File: config.mk
export PLATFORM = sky130hd
export DESIGN_NAME = hazard_ctrl
export DESIGN_NICKNAME = d
export VERILOG_FILES = /design/src/rtl/hazard_ctrl.sv
export SDC_FILE = /design/constraint.sdc
export NUM_CORES = 1
export LEC_CHECK = 0
export CAP_MARGIN = 40
export CORE_MARGIN = 2
export CORE_UTILIZATION = 33
export DETAILED_ROUTE_END_ITERATION = 8
export PLACE_DENSITY = 0.79
export SETUP_SLACK_MARGIN = 0.15
export SYNTH_ARGS = -nofsm -noshare
export SYNTH_HDL_FRONTEND = slang
export SYNTH_SLANG_ARGS = --single-unit
File: constraint.sdc
create_clock -name clk -period 2 [get_ports clk]
set_input_delay 0.4 -clock clk [delete_from_list [all_inputs] [get_ports clk]]
set_output_delay 0.4 -clock clk [all_outputs]
set_load 0.1 [all_outputs]
File: src/rtl/hazard_ctrl.sv
// hazard_ctrl: hazard and scheduling controller for the five-stage MIPS core.
// Drives the E-stage forwarding selects and the D-stage branch-compare
// selects. Generates the fetch/decode stalls and the decode/execute flushes.
// Sequences the multi-cycle multiply/divide unit.
// Optional build macro: HAZARD_PERF_EN adds saturating 16-bit stall and flush
// cycle counters. Without it, stallCnt and flushCnt are tied to zero.
module hazard_ctrl #(
  parameter int MULT_LAT = 4,
  parameter int DIV_LAT  = 32
) (
  input  logic       clk,
  input  logic       rst_n,
  input  logic [4:0] rsD,
  input  logic [4:0] rtD,
  input  logic [4:0] rsE,
  input  logic [4:0] rtE,
  input  logic [4:0] writeregE,
  input  logic [4:0] writeregM,
  input  logic [4:0] writeregW,
  input  logic       regwriteE,
  input  logic       regwriteM,
  input  logic       regwriteW,
  input  logic       memtoregE,
  input  logic       memtoregM,
  input  logic       branchD,
  input  logic       pcsrcD,
  input  logic       mdReqD,
  input  logic       mdStartE,
  input  logic       mdDivE,
  output logic [1:0] forwardAE,
  output logic [1:0] forwardBE,
  output logic       forwardAD,
  output logic       forwardBD,
  output logic       stallF,
  output logic       stallD,
  output logic       flushD,
  output logic       flushE,
  output logic       mdBusy,
  output logic       mdDone,
  output logic [15:0] stallCnt,
  output logic [15:0] flushCnt
);

  typedef enum logic [1:0] {IDLE = 2'd0, BUSY = 2'd1, DONE = 2'd2} md_state_t;

  // The counter holds LAT-1 on BUSY entry, so BUSY lasts exactly LAT cycles.
  localparam logic [5:0] MULT_LOAD = 6'(MULT_LAT - 1);
  localparam logic [5:0] DIV_LOAD  = 6'(DIV_LAT - 1);

  md_state_t  state_q, state_d;
  logic [5:0] cnt_q, cnt_d;

  logic lwstall, branchstall, mdstall, stall;

  // Forwarding selects: MEM result beats WB result, and r0 is never forwarded.
  always_comb begin
    forwardAE = 2'b00;
    forwardBE = 2'b00;
    if (rsE != 5'd0 && regwriteM && writeregM == rsE)      forwardAE = 2'b10;
    else if (rsE != 5'd0 && regwriteW && writeregW == rsE) forwardAE = 2'b01;
    if (rtE != 5'd0 && regwriteM && writeregM == rtE)      forwardBE = 2'b10;
    else if (rtE != 5'd0 && regwriteW && writeregW == rtE) forwardBE = 2'b01;
    forwardAD = (rsD != 5'd0) && regwriteM && (writeregM == rsD);
    forwardBD = (rtD != 5'd0) && regwriteM && (writeregM == rtD);
  end

  // Stall/flush: a stall freezes F/D and bubbles E. A stalled taken branch
  // re-resolves on the next cycle, so it must not flush D now.
  always_comb begin
    lwstall     = memtoregE && ((rtE == rsD) || (rtE == rtD));
    branchstall = branchD &&
                  ((regwriteE && ((writeregE == rsD) || (writeregE == rtD))) ||
                   (memtoregM && ((writeregM == rsD) || (writeregM == rtD))));
    mdstall     = mdReqD && ((state_q != IDLE) || mdStartE);
    stall       = lwstall | branchstall | mdstall;
    stallF      = stall;
    stallD      = stall;
    flushE      = stall;
    flushD      = pcsrcD & ~stall;
  end

  // MDU state register and latency counter.
  always_ff @(posedge clk or negedge rst_n) begin
    if (!rst_n) begin
      state_q <= IDLE;
      cnt_q   <= 6'd0;
    end else begin
      state_q <= state_d;
      cnt_q   <= cnt_d;
    end
  end

  // MDU next state: a start from IDLE or DONE loads the latency. A start
  // seen while BUSY is ignored.
  always_comb begin
    state_d = state_q;
    cnt_d   = cnt_q;
    case (state_q)
      IDLE: begin
        if (mdStartE) begin
          state_d = BUSY;
          cnt_d   = mdDivE ? DIV_LOAD : MULT_LOAD;
        end
      end
      BUSY: begin
        if (cnt_q == 6'd0) state_d = DONE;
        else               cnt_d   = cnt_q - 6'd1;
      end
      DONE: begin
        if (mdStartE) begin
          state_d = BUSY;
          cnt_d   = mdDivE ? DIV_LOAD : MULT_LOAD;
        end else begin
          state_d = IDLE;
        end
      end
      default: begin
        state_d = IDLE;
        cnt_d   = 6'd0;
      end
    endcase
  end

  // MDU outputs: DONE is the single-cycle HI/LO write strobe.
  always_comb begin
    mdBusy = (state_q != IDLE);
    mdDone = (state_q == DONE);
  end

`ifdef HAZARD_PERF_EN
  logic [15:0] stall_cnt_q, flush_cnt_q;

  // Saturating cycle counters for stalls and D-stage flushes.
  always_ff @(posedge clk or negedge rst_n) begin
    if (!rst_n) begin
      stall_cnt_q <= 16'd0;
      flush_cnt_q <= 16'd0;
    end else begin
      if (stall && stall_cnt_q != 16'hFFFF)  stall_cnt_q <= stall_cnt_q + 16'd1;
      if (flushD && flush_cnt_q != 16'hFFFF) flush_cnt_q <= flush_cnt_q + 16'd1;
    end
  end

  assign stallCnt = stall_cnt_q;
  assign flushCnt = flush_cnt_q;
`else
  assign stallCnt = 16'd0;
  assign flushCnt = 16'd0;
`endif

endmodule

==> flow_metrics.py <==
metrics = {
    "status": {
        "outcome": "finished, violations left",
        "violations": "negative setup slack",
    },
    "floorplan": {
        "chipWidth_um": 70.1,
        "ios": 91,
        "core_um2": 4290,
        "dieArea_um2": 4920,
        "rows": 24,
        "initial_utilization_pct": 33.6,
        "die_y_um": 70.1,
    },
    "power_and_ir_drop": {
        "p_switching_uw": 986,
        "p_per_area_nw_per_um2": 694,
        "p_comb_share_pct": 72.6,
        "seq_power_share_pct": 16.5,
        "p_clk_share_pct": 10.9,
        "switching_share_pct": 53.4,
        "p_int_uw": 860,
        "ir_worst_vdd_mv": 0.949,
        "leakage_uw": 0.00118,
    },
    "timing": {
        "fmax_mhz": 468,
        "setup_viol": 7,
        "report.final.slew_viol_count": 0,
        "fin_crit_ps": 2140,
        "grt_setup_unrepaired": "yes",
        "hold_viol_final": 0,
        "final.setup.worst_slack_ps": -138,
        "fin_crit_sh_pct": 107,
        "hold_ws_ps": 447,
        "clock_skew_ps": 2.78,
    },
    "critical_path": {
        "critPathMaxStageDelay_ps": 280,
        "rrSetupSlack_ps": 390,
        "arrival_ps": 1740,
        "crit_start": "rtE[3]",
        "r2r_end": "cnt_q[2]",
        "path_buf_inv": 4,
        "crit_chain": "buf_8 -> buf_6 -> xor2_1 -> nor4_1 -> and3_4 -> a311oi_4 -> buf_4 -> nand3_4 -> buf_12",
        "critPathTopFamily": "buffers and inverters",
        "start_kind": "input pin",
        "critPathSlowestCell": "a311oi_4",
        "cp-endpoint": "stallF",
        "crit_required_ps": 1600,
        "cp_max_fo": 4,
        "critical_path.endpoint_type": "output port",
        "reg2reg_depth": 8,
        "worstReg2RegStart": "cnt_q[0]",
        "path_depth": 9,
        "critPathKind": "in -> out",
    },
    "final_layout": {
        "antenna_cells": 0,
        "drive_gt1_share_pct": 44.0,
        "syn_to_final_growth_pct": 84.1,
        "nNetsFinal": 328,
    },
    "flow_run": {
        "maxCapViolCount": 0,
    },
    "global_routing": {
        "grt_remaining_overflow": 0,
        "grt_pass1_vias": 1530,
        "grt_start_max_net_pins": 11,
        "antenna_found_initial": 0,
        "grt_use_total_pct": 17.3,
        "grt_pass1_wl_mm": 7.06,
    },
    "cts": {
        "cts_made_buffers": 3,
        "clkTransAtPathRegs_ps": 40,
        "clk_path_buf_depth": 2,
        "cts_tree": "yes",
        "clk_latency_ps": 230,
        "cts_max_level": 1,
        "numClockSinks": 8,
        "clk_root_buffer_cell": "clkbuf_8",
        "cts_hold_buf": 0,
    },
    "yosys": {
        "synth_top_area_share_pct": 20.6,
        "synth_edf_count": 0,
        "synth_top_cell_by_area": "xnor2_1",
        "synth_seq_area_share_pct": 13.9,
        "netlist_instances": 182,
        "synth_common_cells": "buf_4 (34), xnor2_1 (34), xor2_1 (16)",
        "syn_avg_cell_area_um2": 7.93,
        "netlist_area_um2": 1440,
        "synthDistinctLibCells": 38,
        "synthTopCellsByArea": "xnor2_1 (21%), buf_4 (18%), dfrtp_1 (14%), xor2_1 (9.7%), nand4_1 (2.6%)",
        "synth_seq_cells": 8,
        "synthFlopType": "dfrtp_1",
        "yosysWarnings": 0,
        "synthArstFlopShare_pct": 100,
    },
    "drt": {
        "vias_per_cell": 4.67,
        "dr.pass1.iters": 4,
        "wl_mm": 4.30,
        "via_count": 1537,
        "wl_per_cell_um": 13.1,
        "route.detailed.drc": 0,
        "antenna_left": 0,
        "drtIter0Drc": 78,
    },
    "placement": {
        "gp_congestion": 0.889,
        "pre_cts_slack_ps": -636,
        "dp.final_hpwl_mm": 3.32,
        "io_buffers": 58,
    },
    "hold_path": {
        "min_path_type": "in -> async",
    },
}
[layer usage]
layer	routed length, µm	GRT usage [%]	vias up
met3	216	1.88	2
met5	0	0	-
li1	-	-	740
met2	2380	32.9	56
met1	1680	20.2	739
met4	21	5.13	0
[power by group through the flow]
stage                     Combinational (µW)  Sequential (µW)  Clock (µW)
after floorplan                          999              283           0
after global placement                  1270              297           0
after detailed placement                1300              303           0
after CTS                               1320              303         200
after global routing                    1430              315         210
final                                   1340              304         201
[metrics by stage]
| stage | total power (µW) | area, µm² | cells | utilization (%) | setup TNS [ps] |
|---|---|---|---|---|---|
| after global routing | 1960 | 2660 | 329 | 61.9 | -1220 |
| after global placement | 1570 | 2410 | 315 | 56.0 | -4810 |
| after floorplan | 1280 | 1750 | 213 | - | -2390 |
| final | 1850 | 2660 | 329 | 61.9 | -780 |
| after CTS | 1820 | 2550 | 327 | 59.3 | -883 |
| after detailed placement | 1600 | 2410 | 315 | 56.0 | -5050 |
[logic make-up after synthesis]
family / Yosys count / share of synthesized area [%]
compound gates: 21 / 8.84
xor+xnor: 50 / 30.3
fa+ha+maj: 2 / 1.73
buf+inv: 45 / 21.8
flops: 8 / 13.9
mux: 3 / 2.08
other cells: 1 / 0.260
simple gates: 52 / 21.1
[sequential cells by signal (all words and copies together) (netlist names)]
signal,count
cnt_q,6
state_q,2
[final cells by class]
class / count / area, µm²
sequential: 8 / 200
tap: 52 / 65.1
multi-input combinational: 160 / 1290
inverter: 4 / 15.0
fill: 347 / 1640
timing repair buffer: 102 / 1040
clock buffer: 3 / 41.3
[worst register-to-register path, cell delays in order, from the launching register on]
cell and delay (ps):
dfrtp_1 400, inv_1 80, ha_1 190, nor2b_1 130, nor2b_1 140, buf_4 150
a211oi_1 220, a21oi_1 60, o22ai_1 160
[worst min path at each step]
stage	depth (start not counted)	slack, ps	start	end
6_report	1	450	rst_n	cnt_q[5]
5_1_grt	1	480	rst_n	cnt_q[5]
4_1_cts	1	460	rst_n	cnt_q[5]
3_5_place_dp	1	490	cnt_q[5]	cnt_q[5]
3_3_place_gp	1	470	cnt_q[5]	cnt_q[5]
2_1_floorplan	0	100	rst_n	cnt_q[0]
[repair_timing]
action	in CTS	in global routing
gates resized for setup	144	31
setup endpoints to repair	10	10
pin swaps	23	17
setup buffers	9	2
cloned	0	0
[cell usage in the layout (no fill, tap or decap), types with 7 or more instances in the layout]
cell and instances:
buf_4 34, conb_1 32, xnor2_1 26, buf_6 20, buf_12 12, xor2_1 11
clkdlybuf4s50_1 11, buf_2 9, xnor2_2 8, dfrtp_1 8, nand2_1 7
Power figures use the tool's default switching activity.
